===== config.mk =====
export PLATFORM = sky130hd
export DESIGN_NAME = muldiv_unit
export DESIGN_NICKNAME = d
export VERILOG_FILES = /design/src/rtl/muldiv_pkg.sv /design/src/rtl/muldiv_unit_operand_cond.sv /design/src/rtl/muldiv_unit.sv
export SDC_FILE = /design/constraint.sdc
export NUM_CORES = 1
export LEC_CHECK = 0
export CORE_AREA = 8 8 184 186
export CTS_CLUSTER_DIAMETER = 30
export DETAILED_ROUTE_END_ITERATION = 12
export DIE_AREA = 0 0 192 194
export DONT_BUFFER_PORTS = 1
export HOLD_SLACK_MARGIN = 0.03
export PLACE_DENSITY = 0.68
export SLEW_MARGIN = 10
export SYNTH_ARGS = -nofsm -noshare
export SYNTH_HDL_FRONTEND = slang
export SYNTH_SLANG_ARGS = --single-unit

===== constraint.sdc =====
create_clock -name clk -period 5.5 [get_ports clk]
set_clock_uncertainty 0.1 [all_clocks]
set_input_delay 0.275 -clock clk [delete_from_list [all_inputs] [get_ports clk]]
set_output_delay 0.275 -clock clk [all_outputs]
set_load 0.01 [all_outputs]

===== src/rtl/muldiv_pkg.sv =====
// Shared types and constants for the RV32M multiply/divide unit.
package muldiv_pkg;
  typedef enum logic [2:0] {
    OP_MUL, OP_MULH, OP_MULHSU, OP_MULHU, OP_DIV, OP_DIVU, OP_REM, OP_REMU
  } op_e;

  typedef enum logic [1:0] {S_IDLE, S_MUL, S_DIV, S_DONE} state_e;

  localparam logic [31:0] DIV0_QUOT = 32'hFFFF_FFFF;
  localparam logic [31:0] OVF_QUOT  = 32'h8000_0000;
  localparam int          ITER_CNT  = 32;
endpackage


===== src/rtl/muldiv_unit_operand_cond.sv =====
// Operand conditioning: per-op signedness, operand magnitudes and sign flags.
module operand_cond import muldiv_pkg::*; #(
  parameter int XLEN = 32
) (
  input  op_e             op,
  input  logic [XLEN-1:0] a,
  input  logic [XLEN-1:0] b,
  output logic [XLEN-1:0] a_mag,
  output logic [XLEN-1:0] b_mag,
  output logic            a_neg,
  output logic            b_neg
);
  logic a_sgn, b_sgn;

  always_comb begin
    a_sgn = (op == OP_MUL) || (op == OP_MULH) || (op == OP_MULHSU) ||
            (op == OP_DIV) || (op == OP_REM);
    b_sgn = (op == OP_MUL) || (op == OP_MULH) || (op == OP_DIV) || (op == OP_REM);
    a_neg = a_sgn & a[XLEN-1];
    b_neg = b_sgn & b[XLEN-1];
    a_mag = a_neg ? (~a + 1'b1) : a;
    b_mag = b_neg ? (~b + 1'b1) : b;
  end
endmodule


===== src/rtl/muldiv_unit.sv =====
// Iterative RV32M multiply/divide unit (shift-add multiply, restoring divide).
// MULDIV_FAST_MUL_EN: MUL-class ops use a single-cycle 33x33 signed multiply.
module muldiv_unit import muldiv_pkg::*; #(
  parameter int XLEN = 32
) (
  input  logic            clk,
  input  logic            reset,
  input  logic            start,
  input  logic [2:0]      op,
  input  logic [XLEN-1:0] rs1_data,
  input  logic [XLEN-1:0] rs2_data,
  input  logic [4:0]      rd_in,
  input  logic            flush,
  output logic            busy,
  output logic            done,
  output logic [XLEN-1:0] result,
  output logic [4:0]      rd_out,
  output logic            wr_en
);
  state_e state, state_nxt;
  op_e op_i, op_q;
  logic [4:0] cnt, rd_q;
  logic fin, quick_q, neg_q, neg_r;
  logic [2*XLEN-1:0] acc, mul_nxt, div_nxt, prod_fix;
  logic [XLEN-1:0] opnd, a_mag, b_mag, quick_res, quot, rem, fin_res;
  logic a_neg, b_neg, accept, is_div, div0, ovf, quick;
  logic [XLEN:0] sum, sh, diff;

  assign op_i = op_e'(op);

  operand_cond #(.XLEN(XLEN)) u_cond (
    .op(op_i), .a(rs1_data), .b(rs2_data),
    .a_mag(a_mag), .b_mag(b_mag), .a_neg(a_neg), .b_neg(b_neg)
  );

  assign accept = start && !flush && (state == S_IDLE || state == S_DONE);
  assign is_div = op[2];
  assign div0   = is_div && (rs2_data == '0);
  assign ovf    = (op_i == OP_DIV || op_i == OP_REM) && (rs1_data == OVF_QUOT) && (rs2_data == '1);

  // Special results are resolved at accept and parked in acc for one busy cycle.
`ifdef MULDIV_FAST_MUL_EN
  logic signed [2*XLEN-1:0] fprod;
  assign fprod = $signed({a_neg, rs1_data}) * $signed({b_neg, rs2_data});
  assign quick = div0 || ovf || !is_div;
`else
  assign quick = div0 || ovf;
`endif

  always_comb begin
    quick_res = op[1] ? (div0 ? rs1_data : '0) : (div0 ? DIV0_QUOT : OVF_QUOT);
`ifdef MULDIV_FAST_MUL_EN
    if (!is_div) quick_res = (op_i == OP_MUL) ? fprod[XLEN-1:0] : fprod[2*XLEN-1:XLEN];
`endif
  end

  always_ff @(posedge clk) begin
    if (reset) state <= S_IDLE;
    else       state <= state_nxt;
  end

  always_comb begin
    state_nxt = state;
    case (state)
      S_IDLE, S_DONE: state_nxt = accept ? (is_div ? S_DIV : S_MUL) : S_IDLE;
      S_MUL, S_DIV: begin
        if (flush)    state_nxt = S_IDLE;
        else if (fin) state_nxt = S_DONE;
      end
      default: state_nxt = S_IDLE;
    endcase
  end

  assign busy  = (state == S_MUL) || (state == S_DIV);
  assign done  = (state == S_DONE);
  assign wr_en = done && (rd_out != '0);

  // acc = {high/remainder, low/multiplier-or-quotient}
  assign sum     = {1'b0, acc[2*XLEN-1:XLEN]} + (acc[0] ? {1'b0, opnd} : '0);
  assign mul_nxt = {sum, acc[XLEN-1:1]};
  assign sh      = {acc[2*XLEN-1:XLEN], acc[XLEN-1]};
  assign diff    = sh - {1'b0, opnd};
  assign div_nxt = diff[XLEN] ? {sh[XLEN-1:0], acc[XLEN-2:0], 1'b0}
                              : {diff[XLEN-1:0], acc[XLEN-2:0], 1'b1};

  assign prod_fix = neg_q ? -acc : acc;
  assign quot     = neg_q ? -acc[XLEN-1:0] : acc[XLEN-1:0];
  assign rem      = neg_r ? -acc[2*XLEN-1:XLEN] : acc[2*XLEN-1:XLEN];

  always_comb begin
    if (quick_q)              fin_res = acc[XLEN-1:0];
    else if (state == S_DIV)  fin_res = op_q[1] ? rem : quot;
    else if (op_q == OP_MUL)  fin_res = prod_fix[XLEN-1:0];
    else                      fin_res = prod_fix[2*XLEN-1:XLEN];
  end

  always_ff @(posedge clk) begin
    if (reset) begin
      cnt <= '0; fin <= 1'b0; quick_q <= 1'b0; acc <= '0; opnd <= '0;
      op_q <= OP_MUL; rd_q <= '0; neg_q <= 1'b0; neg_r <= 1'b0;
      result <= '0; rd_out <= '0;
    end else if (accept) begin
      op_q    <= op_i;
      rd_q    <= rd_in;
      cnt     <= '0;
      fin     <= quick;
      quick_q <= quick;
      neg_q   <= a_neg ^ b_neg;
      neg_r   <= a_neg;
      opnd    <= is_div ? b_mag : a_mag;
      acc     <= {{XLEN{1'b0}}, quick ? quick_res : (is_div ? a_mag : b_mag)};
    end else if (busy && !flush) begin
      if (fin) begin
        result <= fin_res;
        rd_out <= rd_q;
      end else begin
        acc <= (state == S_DIV) ? div_nxt : mul_nxt;
        cnt <= cnt + 1'b1;
        fin <= (cnt == 5'(ITER_CNT - 1));
      end
    end
  end
endmodule


Word-level counts from Yosys, hierarchy flattened
Cells that the tools add are included. Widths: inputs -> output; s select.

Add/sub/neg operators: 8. $mul: 0. Divide/modulo/power cells: 0. $lt $le $gt $ge: 0. Equality and inequality tests: 12. Shifts and indexed selects: 0. Muxes and demuxes: 29. Bitwise logic cells: 7. Reductions and logical operators: 30.

Operator list (number): $mux 32 (17); $mux 64 (3); $add 32x1->32 const B (2); $eq 32x32->1 const B (2); $neg 32->32 (2); $neg 64->64 (1); $not 32->32 (2); $add 32x32->33 (1); $sub 33x32->33 (1); $logic_not 32->1 (1); $mux 31 (1); $logic_or 1x1->1 (10); $mux 2 (4); $logic_and 1x1->1 (7); $eq 3x3->1 const B (2); $logic_not 3->1 (2); $reduce_or 2->1 (3); $add 5x1->5 const B (1); $eq 5x5->1 const B (1); $reduce_bool 5->1 (1); $eq 2x2->1 const B (2); $pmux 2 s2 (1); $reduce_and 2->1 (2); $eq 3x1->1 const B (1); other kinds (12) (16).

Register bits after elaboration: 152. Latch bits: 0. Memory bits (writable): 0. ROM bits: 0. Input port bits: 76. Output and inout bits: 40. Memories kept: 0.

Depth between registers and ports, before layout
Gate-level depths: netlist (run 1).

Depth in word-level cells: 10. Mapped depth: 14.

Hierarchy
A second synthesis (run 1) with hierarchy kept.

Cell total of the unflattened synthesis: 2152. Area, all modules: 15778.9 um^2.

Modules (own cells, without submodules): muldiv_unit (times used 1, cells an instance 1931, area an instance 14273.7 um^2); operand_cond (times used 1, cells an instance 221, area an instance 1505.2 um^2).

Worst setup path before layout (run 1)
No wires, ideal clock.

Path type: register to register. Start point: register acc[31]. End point: register acc[46]. Data arrival time: 3478 ps. Required time: 5267 ps. Slack: 1790 ps. Cell stages (with the launch flop): 15. Cell sequence: dfxtp_1 clkbuf_1 inv_1 ha_1 fa_1 nand2b_1 a21oi_1 nor3b_1 o311ai_0 nand3_1 a21oi_1 xor2_1 clkbuf_1 mux2i_1 o22ai_1.

Word-level cells in the longest chain between the ends: 3.

RTL lines: from (decl) (line muldiv_unit.sv:24) `logic [2*XLEN-1:0] acc, mul_nxt, div_nxt, prod_fix;`; from (signal assigned) (line muldiv_unit.sv:111) `acc <= {{XLEN{1'b0}}, quick ? quick_res : (is_div ? a_mag : b_mag)};`; from (signal assigned) (line muldiv_unit.sv:117) `acc <= (state == S_DIV) ? div_nxt : mul_nxt;`; $sub 33x32->33 (line muldiv_unit.sv:82) `assign diff = sh - {1'b0, opnd};`; $mux 64 (line muldiv_unit.sv:83) `assign div_nxt = diff[XLEN] ? {sh[XLEN-1:0], acc[XLEN-2:0], 1'b0}`; $mux 64 (line muldiv_unit.sv:117).

Every way passes these cells. A chain may end at the register's enable or synchronous reset.

Worst setup path after layout (run 1)
Start point: register acc[31]. End point: register acc[63].

Same word-level chain as after synthesis.

==> results of run 1 <==
-- cell usage after synthesis, types with 35 or more instances --
cell / count / area share
nand2_1: 251 / 0.062
o21ai_0: 214 / 0.071
nor2_1: 190 / 0.047
a21oi_1: 186 / 0.061
dfxtp_1: 152 / 0.20
clkbuf_1: 142 / 0.035
xnor2_1: 108 / 0.062
xor2_1: 87 / 0.050
ha_1: 73 / 0.060
inv_1: 68 / 0.017
mux2i_1: 64 / 0.042
nor3_1: 61 / 0.020
o211ai_1: 48 / 0.024
a211oi_1: 40 / 0.020
or3_1: 35 / 0.014
-- kinds of logic (layout without fill, tap and decap cells) --
family | count (synthesis) | in the layout | share of synthesized area
and+or+nand+nor | 714 | 714 | 0.2210
AOI/OAI and AO/OA | 723 | 723 | 0.2978
DFF | 152 | 152 | 0.2009
muxes | 69 | 69 | 0.04602
buffers and inverters | 233 | 156 | 0.05849
adders and majority gates | 75 | 75 | 0.06295
xor gates and xnor gates | 195 | 195 | 0.1128
other | 0 | 2 | 0
-- state kept, by name, summed over array words and instances (netlist names) --
| name | flops |
|---|---|
| cnt | 5 |
| result | 32 |
| fin | 1 |
| op_q | 3 |
| acc | 64 |
| rd_out | 5 |
| neg_q | 1 |
| opnd | 32 |
| neg_r | 1 |
| rd_q | 5 |
| state | 2 |
| quick_q | 1 |
-- routing by layer --
metal / up-vias / track usage / routed length, microns
met5: - / 0 / 0
met4: 0 / 0.1836 / 3549
met3: 194 / 0.07500 / 6489
met2: 1001 / 0.4921 / 27300
met1: 7961 / 0.4208 / 25600
li1: 7687 / - / -
-- stage by stage --
stage	power (mW)	cell area [sq um]	hold WS (ns)	cells	util
after floorplan	2.080	15140	0.3110	2161	-
after global placement	2.397	15350	0.2536	2436	0.4942
after detailed placement	2.399	15350	0.2553	2436	0.4942
after CTS	3.590	16110	0.03029	2486	0.5184
after global routing	3.760	16110	0.04116	2486	0.5184
final	3.632	16110	0.03775	2488	0.5186
-- worst max-delay path, delay by kind of cell (launching register included) --
| kind | cells | cell delay [ns] |
|---|---|---|
| buffers and inverters | 2 | 0.48 |
| AOI/OAI and AO/OA | 4 | 1.44 |
| DFF | 1 | 0.51 |
| xor gates and xnor gates | 1 | 0.53 |
| muxes | 1 | 0.27 |
| and+or+nand+nor | 3 | 0.48 |
| adders and majority gates | 2 | 0.63 |
-- power by group --
group	switching, mW	internal [mW]	total [mW]
Combinational	0.764	0.447	1.21
Sequential	0.0905	1.15	1.24
Clock	0.584	0.599	1.18
Total	1.44	2.19	3.63
-- worst max-delay path by stage --
stage | from | endpoint | slack, ns | depth (start not counted)
floorplan | acc[31] | acc[46] | 1.79 | 14
global placement | acc[31] | acc[61] | 1.18 | 13
detailed placement | acc[31] | acc[63] | 1.04 | 13
CTS | acc[31] | acc[63] | 1.01 | 13
global route | acc[0] | acc[63] | 0.63 | 12
finish | acc[31] | acc[63] | 0.86 | 13
-- layout make-up --
cell class                 instances  area, sq um  area share
antenna                            2        5.005   0.0003106
clock buffer                      18        429.2     0.02664
clock inverter                    14        126.4    0.007843
inverter                          69        259.0     0.01608
multi-input combinational       1776        11270      0.6995
sequential                       152         3044      0.1889
tap                              402        503.0     0.03122
timing repair buffer              55        475.5     0.02951
-- what timing repair did --
item / CTS / global route
hold endpoints to repair: 94 / 0
endpoints found under the setup margin: 0 / 0
hold buffers: 18 / 0
==> results.cfg, run 1 <==
[drt]
routed_via_density = 6.770
drt-total-wl_mm = 62.94
drc = 0
ant_nets = 0
routedWlPerCell_microns = 25.30
firstDrtPassIters = 5
via_count = 16843
drtIter0Drc = 1964

[sta]
post-route-period-util = 0.8429
hold_viol = 0
finalCriticalPeriod_ns = 4.636
rsz0062_at_grt = false
fin_ws_ns = 0.8642
relSlewSlack = 0.2346
fmaxAchievable_mhz = 215.7
slew_viol_final = 0
finalSetupTns_ns = 0
tightest_slew_ns = 1.144
finalSetupViolCount = 0

[critical_path]
r2r_slack_ns = 0.86
r2r_cells = 13
reg2reg_to = acc[63]
path_max_fanout = 18
cp_common_cell = a21oi_1
end_kind = flip-flop
worst-setup-path-type = flip-flop to flip-flop
start_kind = flip-flop
arrival_ns = 4.81
worst_ep_required_time_ns = 5.68
r2r-start = acc[31]
crit_chain = inv_1 -> ha_1 -> fa_1 -> nand2b_1 -> a21oi_1 -> nor3b_1 -> o311ai_0 -> nand3_1 -> a21oi_1 -> xor2_4 -> buf_4 -> mux2i_1 -> a211oi_1
cpPeakStageDelay_ns = 0.76
cp_slowest_cell = o311ai_0

[floorplanning]
core_sq_um = 31070
die_height_microns = 194
start_util = 0.4875
rows = 65
die_x_microns = 192
ios = 116
dieArea_sq_um = 37250

[logic_synthesis]
postSynthNetCount = 2312
synth_ff_type = dfxtp_1
ys_warn_count = 0
netlist_instances = 2161
syn_avg_cell_area_sq_um = 7.008
async_reset_ff_frac = 0
synth.ff_latch_count = 152
yosys.cell_types.count = 75
syn_area_sq_um = 15140
synth_edf_count = 0
synth-seq-area-share = 0.2009

[layout]
nets = 2222
drive_gt1_frac = 0.05326
most-common-layout-cells = 251 x nand2_1, 213 x o21ai_0, 190 x nor2_1, 186 x a21oi_1, 151 x dfxtp_1
syn_to_final_growth_pct = 6.386
final_common_cell = nand2_1
fillers = 3108

[grt]
grt_pass1_vias = 15739
grt_pass1_wl_mm = 94.83
grt_remaining_overflow = 0
antenna_found_initial = 0
grt_max_degree = 89
grt_util_all_layers = 0.3262

[clock_network]
clk_pin_slew_ns = 0.08
h-tree-depth = 4
clockRootBuffer = clkbuf_16
cts_resized = 0
cts_setup_buffers = 0
worst_skew_pair.late_latency_ns = 0.45
cts_buffers = 17
cts_tree = yes
clockBufferDepth = 2
clock-sinks = 152

[power]
p_leak_nw = 6.012
p_per_area_nw_per_um2 = 225.5
peakVddDrop_v = 0.0002288

[placement]
io_buffers = 0
place_hpwl_mm = 47.52
dp_slack_ns = 1.041
place.gp.congestion = 1.070

[status]
status = finished clean

[job]
maxCapViolations = 0

[hold_path]
hold_end = result[31]
min_from = reset
hold_depth = 3
hp-class = input port to flip-flop
Note: power is estimated with default switching activity, not from simulation.
==> inputs of run 2 (changes only) <==
--- a/config.mk
+++ b/config.mk
@@ -11,7 +11,7 @@
 export DIE_AREA = 0 0 192 194
 export DONT_BUFFER_PORTS = 1
 export HOLD_SLACK_MARGIN = 0.03
-export PLACE_DENSITY = 0.68
+export PLACE_DENSITY = 0.71
 export SLEW_MARGIN = 10
 export SYNTH_ARGS = -nofsm -noshare
 export SYNTH_HDL_FRONTEND = slang
==> constraint.sdc (replaced) <==
create_clock -name clk -period 4.2 [get_ports clk]
set_clock_uncertainty 0.1 [all_clocks]
set_input_delay 0.21 -clock clk [delete_from_list [all_inputs] [get_ports clk]]
set_output_delay 0.21 -clock clk [all_outputs]
set_load 0.01 [all_outputs]
==> run 2 against run 1 <==
Effect of this change: clock power up 40%; design area rose by 3.2%; clock-buffer cell count down 1; core utilization up 1.7 points; sequential share of layout area down 0.59 points; first-iteration DRC count increased by 2.6%; global-route usage rose by 0.15 points; critical path type unchanged; critical endpoint unchanged.
==> results.cfg, run 2 (synthesized netlist as in run 1, its figures left out) <==
[status]
status = finished clean

[clock_network]
cts_tree = yes
clk_pin_slew_ns = 0.09
clockRootBuffer = clkbuf_16
h-tree-depth = 4
worst_skew_pair.late_latency_ns = 0.44
cts_buffers = 17
clock-sinks = 152
clockBufferDepth = 2

[floorplanning]
rows = 65
ios = 116
die_x_microns = 192
die_height_microns = 194
start_util = 0.4875
dieArea_sq_um = 37250
core_sq_um = 31070

[sta]
finalSetupTns_ns = 0
finalCriticalPeriod_ns = 3.896
slew_viol_final = 0
holdWs_ns = 0.03129
fmaxAchievable_mhz = 256.7
rsz0062_at_grt = false
hold_viol = 0
tightest_slew_ns = 1.172
post-route-period-util = 0.9277
relSlewSlack = 0.2107
finalSetupViolCount = 0

[drt]
routedWlPerCell_microns = 24.79
drc = 0
via_count = 16989
ant_nets = 0
routed_via_density = 6.694
firstDrtPassIters = 6
drtIter0Drc = 2015
drt-total-wl_mm = 62.92

[layout]
final_common_cell = nand2_1
insertedDiodeCount = 0
reg_top3 = acc: 64 flops, opnd: 32 flops, result: 32 flops
nets = 2274
most-common-layout-cells = 251 x nand2_1, 213 x o21ai_0, 189 x nor2_1, 186 x a21oi_1, 151 x dfxtp_1
largest_reg_flops = 64
syn_to_final_growth_pct = 9.832
top_register = acc
final_area_sq_um = 16630
final_util = 0.5354
drive_gt1_frac = 0.07163

[power]
p_leak_nw = 6.313
peakVddDrop_v = 0.0002804
power.total_mw = 4.934
p_per_area_nw_per_um2 = 296.6

[critical_path]
start_kind = flip-flop
end_kind = flip-flop
arrival_ns = 4.07
worst-setup-path-type = flip-flop to flip-flop
worst_ep_required_time_ns = 4.37
path_max_fanout = 22

[grt]
antenna_found_initial = 0
grt_remaining_overflow = 0
grt_max_degree = 93
grt_pass1_wl_mm = 95.68
grt_pass1_vias = 15792
grt_util_all_layers = 0.3278

[placement]
place_area_sq_um = 15650
place.gp.congestion = 1.066
place_hpwl_mm = 47.52
io_buffers = 0

[job]
maxCapViolations = 0

[hold_path]
hp-class = input port to flip-flop
## run 2: worst paths after layout
| kind | start | to | slack, ns | depth (start not counted) |
|---|---|---|---|---|
| worst max register to register | acc[0] | acc[63] | 0.30 | 14 |
| worst min-delay path | rs1_data[28] | opnd[28] | 0.03 | 3 |
| worst max-delay path | acc[0] | acc[63] | 0.30 | 14 |
| worst min register to register | rd_q[4] | rd_out[4] | 0.36 | 2 |
## run 2: power breakdown
group	internal [mW]	switching, mW
clock	0.866	0.788
sequential	1.50	0.0870
combinational	0.628	1.06
total	3.00	1.94
## run 2: timing repair
action / CTS / global route
hold buffers: 32 / 0
resized for setup: 0 / 2
setup buffers: 0 / 0
setup endpoints to repair: 0 / 2
endpoints found under the hold margin: 112 / 0
## run 2: routing by layer
| layer | wire [microns] | global-route usage |
|---|---|---|
| met1 | 25650 | 0.4365 |
| met4 | 3671 | 0.1740 |
| met2 | 26950 | 0.4883 |
| met5 | 0 | 0 |
| met3 | 6649 | 0.06781 |
## run 2: critical path, cell delays in order, from the launching register on
cell and delay [ns]:
dfxtp_1 0.40, clkinv_1 0.25, buf_4 0.24, buf_4 0.22, nor2_1 0.13, ha_1 0.28
a21o_1 0.21, a21oi_1 0.18, o22ai_1 0.11, a211oi_2 0.32, a31oi_1 0.24, a31oi_1 0.30
o21ai_0 0.18, a2111oi_0 0.47, a211oi_1 0.09
## run 2: cell type report
type | instances | area [sq um]
clock buffers | 17 | 425.4
fillers | 3093 | 14430
repair buffers | 107 | 923.4
flip-flops and latches | 152 | 3044
inverters | 69 | 259.0
well taps | 402 | 503.0
multi-input cells | 1776 | 11280
clock inverters | 15 | 200.2
## run 2: metrics by stage
step | std cells | setup WS (ns)
3_5_place_dp | 2474 | 0.3296
3_3_place_gp | 2474 | 0.3908
5_1_grt | 2538 | 0.007497
4_1_cts | 2538 | 0.3286
2_1_floorplan | 2161 | 0.4897
6_report | 2538 | 0.3037
